**config.mk**
```make
export PLATFORM = sky130hd
export DESIGN_NAME = uart_tx_cfg
export DESIGN_NICKNAME = d
export VERILOG_FILES = /design/src/rtl/uart_tx_cfg.sv
export SDC_FILE = /design/constraint.sdc
export NUM_CORES = 1
export LEC_CHECK = 0
export ABC_AREA = 1
export BUFFER_PORTS_ARGS = -buffer_cell sky130_fd_sc_hd__buf_2
export CAP_MARGIN = 30
export CORE_ASPECT_RATIO = 0.6
export CORE_MARGIN = 2
export CORE_UTILIZATION = 60
export DETAILED_ROUTE_END_ITERATION = 7
export PLACE_DENSITY = 0.77
export SYNTH_ARGS = -nofsm -noshare
export SYNTH_HDL_FRONTEND = slang
export SYNTH_SLANG_ARGS = --single-unit
```
**constraint.sdc**
```tcl
create_clock -name clk -period 3.2 [get_ports clk]
set_input_delay 0.32 -clock clk [delete_from_list [all_inputs] [get_ports clk]]
set_output_delay 0.32 -clock clk [all_outputs]
set_load 0.1 [all_outputs]
```
**src/rtl/uart_tx_cfg.sv**
```systemverilog
`default_nettype none
// ============================================================================
// Module  : uart_tx_cfg
// Brief   : UART transmitter with runtime baud divider, parity, 1/2 stop
//           bits and an input FIFO; frames go out back-to-back.
// Revision: 1.0
// ============================================================================
module uart_tx_cfg #(
  parameter int DATA_WIDTH = 8,
  parameter int FIFO_DEPTH = 4,
  parameter int DIV_WIDTH  = 16
) (
  input  logic                          clk,
  input  logic                          rstn,
  input  logic [DIV_WIDTH-1:0]          baud_div,
  input  logic                          parity_en,
  input  logic                          parity_odd,
  input  logic                          stop2,
  input  logic [DATA_WIDTH-1:0]         s_data,
  input  logic                          s_valid,
  output logic                          s_ready,
  output logic                          tx,
  output logic                          tx_busy,
  output logic [$clog2(FIFO_DEPTH):0]   fifo_count
);

  localparam int c_AW = $clog2(FIFO_DEPTH);
  localparam int c_CW = c_AW + 1;
  localparam int c_BW = $clog2(DATA_WIDTH + 1);

  typedef enum logic [2:0] {
    S_IDLE   = 3'd0,
    S_START  = 3'd1,
    S_DATA   = 3'd2,
    S_PARITY = 3'd3,
    S_STOP   = 3'd4
  } state_t;

  logic [DATA_WIDTH-1:0] r_mem [FIFO_DEPTH];
  logic [c_AW-1:0]       r_wr_ptr, r_rd_ptr;
  logic [c_CW-1:0]       r_count;

  state_t                r_state, w_state_nxt;
  logic [DIV_WIDTH-1:0]  r_timer, w_timer_nxt;
  logic [DIV_WIDTH-1:0]  r_div, w_div_nxt;
  logic [c_BW-1:0]       r_bit_cnt, w_bit_cnt_nxt;
  logic                  r_stop_cnt, w_stop_cnt_nxt;
  logic [DATA_WIDTH-1:0] r_shift, w_shift_nxt;
  logic                  r_par_en, w_par_en_nxt;
  logic                  r_par_bit, w_par_bit_nxt;
  logic                  r_stop2, w_stop2_nxt;
  logic                  r_tx, w_tx_nxt;

  logic                  w_push, w_pop, w_load, w_bit_end;
  logic [DATA_WIDTH-1:0] w_head;
  logic [DIV_WIDTH-1:0]  w_div_clamp;

  assign s_ready     = (r_count != c_CW'(FIFO_DEPTH));
  assign w_push      = s_valid && s_ready;
  assign w_head      = r_mem[r_rd_ptr];
  assign w_div_clamp = (baud_div < DIV_WIDTH'(2)) ? DIV_WIDTH'(2) : baud_div;
  assign w_bit_end   = (r_timer == r_div - DIV_WIDTH'(1));

  assign tx         = r_tx;
  assign fifo_count = r_count;
  assign tx_busy    = (r_state != S_IDLE) || (r_count != '0);

  always_ff @(posedge clk) begin
    if (w_push) r_mem[r_wr_ptr] <= s_data;
  end

  always_ff @(posedge clk or negedge rstn) begin
    if (!rstn) begin
      r_wr_ptr <= '0;
      r_rd_ptr <= '0;
      r_count  <= '0;
    end else begin
      if (w_push) r_wr_ptr <= r_wr_ptr + c_AW'(1);
      if (w_pop)  r_rd_ptr <= r_rd_ptr + c_AW'(1);
      case ({w_push, w_pop})
        2'b10:   r_count <= r_count + c_CW'(1);
        2'b01:   r_count <= r_count - c_CW'(1);
        default: r_count <= r_count;
      endcase
    end
  end

  always_ff @(posedge clk or negedge rstn) begin
    if (!rstn) begin
      r_state    <= S_IDLE;
      r_timer    <= '0;
      r_div      <= DIV_WIDTH'(2);
      r_bit_cnt  <= '0;
      r_stop_cnt <= 1'b0;
      r_shift    <= '0;
      r_par_en   <= 1'b0;
      r_par_bit  <= 1'b0;
      r_stop2    <= 1'b0;
      r_tx       <= 1'b1;
    end else begin
      r_state    <= w_state_nxt;
      r_timer    <= w_timer_nxt;
      r_div      <= w_div_nxt;
      r_bit_cnt  <= w_bit_cnt_nxt;
      r_stop_cnt <= w_stop_cnt_nxt;
      r_shift    <= w_shift_nxt;
      r_par_en   <= w_par_en_nxt;
      r_par_bit  <= w_par_bit_nxt;
      r_stop2    <= w_stop2_nxt;
      r_tx       <= w_tx_nxt;
    end
  end

  always_comb begin
    w_state_nxt    = r_state;
    w_timer_nxt    = r_timer + DIV_WIDTH'(1);
    w_div_nxt      = r_div;
    w_bit_cnt_nxt  = r_bit_cnt;
    w_stop_cnt_nxt = r_stop_cnt;
    w_shift_nxt    = r_shift;
    w_par_en_nxt   = r_par_en;
    w_par_bit_nxt  = r_par_bit;
    w_stop2_nxt    = r_stop2;
    w_tx_nxt       = r_tx;
    w_load         = 1'b0;

    case (r_state)
      S_IDLE: begin
        w_timer_nxt = '0;
        w_tx_nxt    = 1'b1;
        if (r_count != '0) w_load = 1'b1;
      end
      S_START: begin
        if (w_bit_end) begin
          w_state_nxt   = S_DATA;
          w_timer_nxt   = '0;
          w_bit_cnt_nxt = '0;
          w_tx_nxt      = r_shift[0];
          w_shift_nxt   = r_shift >> 1;
        end
      end
      S_DATA: begin
        if (w_bit_end) begin
          w_timer_nxt = '0;
          if (r_bit_cnt == c_BW'(DATA_WIDTH - 1)) begin
            w_stop_cnt_nxt = 1'b0;
            if (r_par_en) begin
              w_state_nxt = S_PARITY;
              w_tx_nxt    = r_par_bit;
            end else begin
              w_state_nxt = S_STOP;
              w_tx_nxt    = 1'b1;
            end
          end else begin
            w_bit_cnt_nxt = r_bit_cnt + c_BW'(1);
            w_tx_nxt      = r_shift[0];
            w_shift_nxt   = r_shift >> 1;
          end
        end
      end
      S_PARITY: begin
        if (w_bit_end) begin
          w_state_nxt    = S_STOP;
          w_timer_nxt    = '0;
          w_stop_cnt_nxt = 1'b0;
          w_tx_nxt       = 1'b1;
        end
      end
      S_STOP: begin
        if (w_bit_end) begin
          w_timer_nxt = '0;
          if (r_stop2 && !r_stop_cnt) begin
            w_stop_cnt_nxt = 1'b1;
          end else if (r_count != '0) begin
            w_load = 1'b1;
          end else begin
            w_state_nxt = S_IDLE;
          end
        end
      end
      default: begin
        w_state_nxt = S_IDLE;
        w_tx_nxt    = 1'b1;
      end
    endcase

    // Frame start: pop the head and snapshot the configuration for this frame.
    if (w_load) begin
      w_state_nxt   = S_START;
      w_timer_nxt   = '0;
      w_tx_nxt      = 1'b0;
      w_shift_nxt   = w_head;
      w_div_nxt     = w_div_clamp;
      w_par_en_nxt  = parity_en;
      w_par_bit_nxt = (^w_head) ^ parity_odd;
      w_stop2_nxt   = stop2;
    end
  end

  assign w_pop = w_load;

endmodule
`default_nettype wire

```
# Word-level counts from Yosys, hierarchy flattened
# Memories as Yosys holds them, arrays and structs flattened.
# Cells that the tools add are included.
dict set report word_totals {
  reg_bits 59
  latchBits 0
  ram_bits 32
  mem_bits_ro 0
  inputBits 30
  elab_cells 110
  memories 1
}
dict set report classes {
  add_sub_neg 7
  n_mul 0
  div_mod_pow 0
  order_cmp 1
  n_eq_ne 26
  shift 0
  mux 43
  bitwise 1
  reduce_logical 18
}
# memory depth width rd rd_ports_with_merged_regs write_ports line
set memory_table {}
lappend memory_table {r_mem 4 8 1 0 1 39} ;# logic [DATA_WIDTH-1:0] r_mem [FIFO_DEPTH];
# op n
set op_table {}
lappend op_table {{2-to-1 mux 16 bit} 3}
lappend op_table {{2-to-1 mux 8 bit} 4}
lappend op_table {{one-hot mux 16 bit (2 select lines)} 1}
lappend op_table {{2-to-1 mux 3 bit} 9}
lappend op_table {{inequality test 3 bit (second input constant)} 9}
lappend op_table {{inequality test 2 bit (second input constant)} 9}
lappend op_table {{adder 16 x 1 -> 16 bit (second input constant)} 1}
lappend op_table {{equality test 16 bit} 1}
lappend op_table {{< comparator 16 x 2 -> 1 bit (second input constant)} 1}
lappend op_table {{2-to-1 mux 1 bit} 16}
lappend op_table {{one-hot mux 8 bit (2 select lines)} 1}
lappend op_table {{subtractor 16 x 1 -> 16 bit (second input constant)} 1}
lappend op_table {{one-hot mux 3 bit (5 select lines)} 1}
lappend op_table {{2-to-1 mux 4 bit} 3}
lappend op_table {{AND reduction 4 bit} 3}
lappend op_table {{nonzero test 3 bit} 4}
lappend op_table {{one-hot mux 4 bit (2 select lines)} 1}
lappend op_table {{AND reduction 8 bit} 1}
lappend op_table {{XOR reduction 8 bit} 1}
lappend op_table {{equality test 3 x 2 -> 1 bit (second input constant)} 2}
lappend op_table {{one-hot mux 3 bit (2 select lines)} 1}
lappend op_table {{AND reduction 6 bit} 1}
lappend op_table {{adder 2 x 1 -> 2 bit (second input constant)} 2}
lappend op_table {{adder 4 x 1 -> 4 bit (second input constant)} 1}
lappend op_table {{other kinds (17)} 19}

# Logic depth before layout (Yosys ltp)
dict set report depth {
  ltp_word 7
  mapped_depth 21
}

# Worst setup path before layout
# Ideal clock, no wire load.
dict set report synth_timing {
  path_type {register -> register}
  from {register r_count[2] (netlist: fifo_count[2])}
  to {register r_count[2] (netlist: fifo_count[2])}
  t_arrival_ps 3450
  required_ps 3041
  path_slack_ps -409
  path_stages_with_launch 9
  cell_sequence {dfrtp_1 -> nand3_1 -> nand2_1 -> ha_1 -> inv_1 -> fa_1 -> a21oi_1 -> o21ai_0 -> xnor2_1}
}
# item line
set synth_rtl {}
lappend synth_rtl {{start: declaration} 41} ;# logic [c_CW-1:0] r_count;
lappend synth_rtl {{start signal: assignment} 81} ;# 2'b10: r_count <= r_count + c_CW'(1);
lappend synth_rtl {{start signal: assignment} 82} ;# 2'b01: r_count <= r_count - c_CW'(1);
lappend synth_rtl {{start signal: assignment} 83} ;# default: r_count <= r_count;
lappend synth_rtl {{inequality test 3 bit *} 58} ;# assign s_ready = (r_count != c_CW'(FIFO_DEPTH));
lappend synth_rtl {{net s_ready} 21} ;# output logic s_ready,
lappend synth_rtl {{logical AND 1 bit *} 59} ;# assign w_push = s_valid && s_ready;
lappend synth_rtl {{equality test 2 x 1 -> 1 bit / equality test 2 bit (equally long branches)} 80} ;# case ({w_push, w_pop})
lappend synth_rtl {{one-hot mux 3 bit (2 select lines) / nonzero test 2 bit (equally long branches)} --}
# The timed path passes the listed nets; every way through them passes the cells marked *.
# A chain may end at the register's enable or synchronous reset.

# Worst setup path after layout
dict set report layout_timing {
  from {register r_div[0]}
  to {register r_count[2] (netlist: fifo_count[2])}
}
dict set report layout_via {
  elab_chain_len 6
}
# item line
set layout_rtl {}
lappend layout_rtl {{start: declaration} 45} ;# logic [DIV_WIDTH-1:0] r_div, w_div_nxt;
lappend layout_rtl {{start signal: assignment} 103} ;# r_div <= w_div_nxt;
lappend layout_rtl {{subtractor 16 x 1 -> 16 bit *} 62} ;# assign w_bit_end = (r_timer == r_div - DIV_WIDTH'(1));
lappend layout_rtl {{equality test 16 bit *} 62}
lappend layout_rtl {{2-to-1 mux 1 bit *} 170} ;# if (w_bit_end) begin
lappend layout_rtl {{one-hot mux 1 bit (2 select lines) *} 127} ;# case (r_state)
lappend layout_rtl {{equality test 2 x 1 -> 1 bit / equality test 2 bit (equally long branches)} 80}
lappend layout_rtl {{one-hot mux 3 bit (2 select lines) / nonzero test 2 bit (equally long branches)} --}
# Every way passes the cells marked *; elsewhere a longest branch is shown, timed or not.

==> results.json <==
{
  "hold_path_class": "input port to flop",
  "grt_antenna_before_repair": 0,
  "drive_gt1_share_pct": 16.6,
  "maxCapViolations": 0,
  "synth-seq-area-share_pct": 47.8,
  "finalSetupViolations": 0,
  "synth_top_area_cell": "dfrtp_1",
  "grt_pass1_vias": 3928,
  "numCtsBuffers": 9,
  "ys_warn_count": 0,
  "synth_top_family_by_area": "simple AND/OR/NAND/NOR gates",
  "synth-compound-area-share_pct": 6.60,
  "critPathLaunch": "r_div[0]$_DFFE_PN0P_",
  "hpwl_mm": 8.83,
  "worst_r2r_endpoint": "fifo_count[2]$_DFFE_PN0P_",
  "rsz0062_at_grt": "no",
  "fillers": 645,
  "port_buffers": 35,
  "pre_cts_slack_ns": 0.116,
  "yosys.area_share.simple_pct": 32.0,
  "async_flop_share_pct": 64.8,
  "start_util_pct": 63.2,
  "fin_tns_setup_ns": 0,
  "gp_congestion": 0.923,
  "row_count": 25,
  "synthXorXnorAreaFrac_pct": 4.44,
  "ys_seq_elements": 91,
  "skew_ns": 0.00593,
  "drv_slew": 0,
  "cts_buffer_depth": 2,
  "fin_crit_sh_pct": 92.9,
  "netlist_instances": 620,
  "routed_wl_mm": 11.8,
  "worstMarginPinSlew_ns": 0.782,
  "drt_pre_antenna_iters": 5,
  "worstPathMaxFanout": 8,
  "synth_fa_ha_area_share_pct": 2.35,
  "multi_input_area_sq_um": 2340,
  "critPathKind": "flop to flop",
  "diodes": 0,
  "cts_root_buffer": "clkbuf_16",
  "synth.mux.area_fraction_pct": 0,
  "layout_setup_ws_ns": 0.228,
  "end_kind": "flop",
  "wl_per_cell_microns": 15.2,
  "power.density_nw_per_um2": 1080,
  "grt_pass1_wl_mm": 19.0,
  "synth_flop_cell": "dfrtp_1",
  "startpoint_type": "flop",
  "rrSetupSlack_ns": 0.23,
  "synth_top_area_share_pct": 28.0,
  "synth.distinct_cells": 42,
  "slew_headroom_pct": 47.7,
  "die_h_microns": 75.4,
  "ios": 36,
  "peakVddDrop_mv": 1.24,
  "regArea_sq_um": 2440,
  "vias": 4341,
  "synth.avg_cell_area_sq_um": 8.23,
  "die_area_sq_um": 9280,
  "grt_max_degree": 32,
  "viasPerCell": 5.59,
  "crit_end": "fifo_count[2]$_DFFE_PN0P_",
  "cellLeakagePower_uw": 0.00275,
  "syn_area_sq_um": 5100,
  "status": "finished clean",
  "insertion_delay_ns": 0.35,
  "synthTopCellsByArea": "dfrtp_1 28%, edfxtp_1 19%, nand2_1 14%",
  "required_ns": 3.43,
  "synth_edf_count": 32,
  "clock_sinks": 91,
  "drcViolationCount": 0,
  "ant_nets": 0,
  "hold_viol": 0,
  "coreArea_sq_um": 8070,
  "min_period_ns": 2.97,
  "reg2reg_from": "r_div[0]$_DFFE_PN0P_",
  "final_core_util_pct": 71.1,
  "fmax_ghz": 0.337,
  "nets": 703,
  "rr_worst_depth": 20,
  "cts.clk_slew.worst_paths_ns": 0.07,
  "cts_tree": "built",
  "drtIter0Drc": 370,
  "die_width_microns": 123,
  "grt-ovfl-total": 0,
  "cp.arrival_ns": 3.20,
  "cts_max_level": 3,
  "synth_nets": 659,
  "area_growth_pct": 12.4,
  "grt_use_total_pct": 27.3
}
-- layer usage --
metal	part of all wire, %	GRT usage [%]	vias to the layer above
li1	-	-	2096
met1	50	43.0	2038
met2	40	36.8	185
met3	8.7	7.04	22
met4	1.3	7.83	0
met5	0	0	-
-- placed cells by master (no fill, tap or decap), drive strengths merged --
cell type and instances:
buf 43, ha 8, dfrtp 57, xnor2 10, xor2 15, o21ai 29
or2 2, clkinvlp 1, o211ai 7, fa 1, dlygate4sd3 1, nand4 12
nor3b 3, clkinv 2, clkbuf 9, o22ai 1, edfxtp 32, a21oi 19
nor2 66, and3 1, nand3 54, and2 1, nor4 5, nor3 9
dfstp 2, nand2 200, inv 77, nand3b 2
-- metrics by stage --
stage,instances,cell area [sq um],total power (uW),hold WS [ns]
floorplan,620,5110,4400,0.0244
global placement,757,5380,4930,0.454
detailed placement,758,5400,5030,0.319
CTS,775,5690,6070,0.170
global route,777,5740,6660,0.174
finish,777,5740,6190,0.171
-- worst min path at each step --
stage	startpoint	to	slack (ns)	cells after the start
global placement	r_bit_cnt[3]$_DFFE_PN0P_	r_bit_cnt[3]$_DFFE_PN0P_	0.45	1
finish	parity_en	r_par_en$_DFFE_PN0P_	0.17	3
detailed placement	rstn	r_bit_cnt[1]$_DFFE_PN0P_	0.32	1
floorplan	rstn	fifo_count[0]$_DFFE_PN0P_	0.02	0
global route	s_data[7]	r_mem[1][7]$_DFFE_PP_	0.17	1
CTS	baud_div[8]	r_div[8]$_DFFE_PN0P_	0.17	3
-- sequential cells by signal, indices dropped and copies added (netlist names), 2 cells and up --
name        cells
fifo_count      3
r_bit_cnt       4
r_div          16
r_mem          32
r_rd_ptr        2
r_shift         8
r_state         3
r_timer        16
r_wr_ptr        2
-- report_power, final --
group	internal (uW)	leakage, uW	switching [uW]
sequential	1580	0.00105	340
combinational	1010	0.00156	2230
clock	540	0.000138	488
total	3130	0.00275	3060
-- worst max-delay path, stage by stage (launching register included) --
cell and delay (ns):
dfrtp_1 0.42, inv_4 0.14, ha_4 0.18, nand2_1 0.12, nor2_2 0.15, nand2_1 0.06
nand2_1 0.12, inv_2 0.04, nor2_1 0.12, nand2_1 0.08, nor2_2 0.16, nand4_4 0.13
nand2_4 0.10, nand2_4 0.05, inv_2 0.06, ha_1 0.14, inv_1 0.08, fa_2 0.35
a21oi_2 0.13, o21ai_1 0.09, xnor2_1 0.13
-- synth_stat cells (7+ instances only) --
cell,n
nor2_1,54
dfrtp_1,57
ha_1,8
nand4_1,10
xnor2_1,10
xor2_1,14
inv_1,66
inv_2,7
edfxtp_1,32
nand2_1,191
o21ai_0,23
nand3_1,53
a21oi_1,19
nor3_1,8
-- layout make-up --
cell class	count	area share (%)
timing repair buffer	44	4.49
sequential	91	42.5
tap	108	2.36
inverter	73	4.82
multi-input combinational	445	40.9
clock buffer	9	3.93
clock inverter	7	1.00
-- cells by family after synthesis --
family	after synthesis
compound gates	56
flops	91
fa+ha+maj	9
buf+inv	84
xor+xnor	25
simple gates	355
-- repair_timing --
item / 4_1_cts / 5_1_grt
endpoints found under the setup margin: 0 / 2
hold endpoints to repair: 18 / 0
resized for setup: 0 / 9
setup buffers: 0 / 2
hold buffers: 1 / 0
No activity file was read; power rests on OpenSTA's default activity.
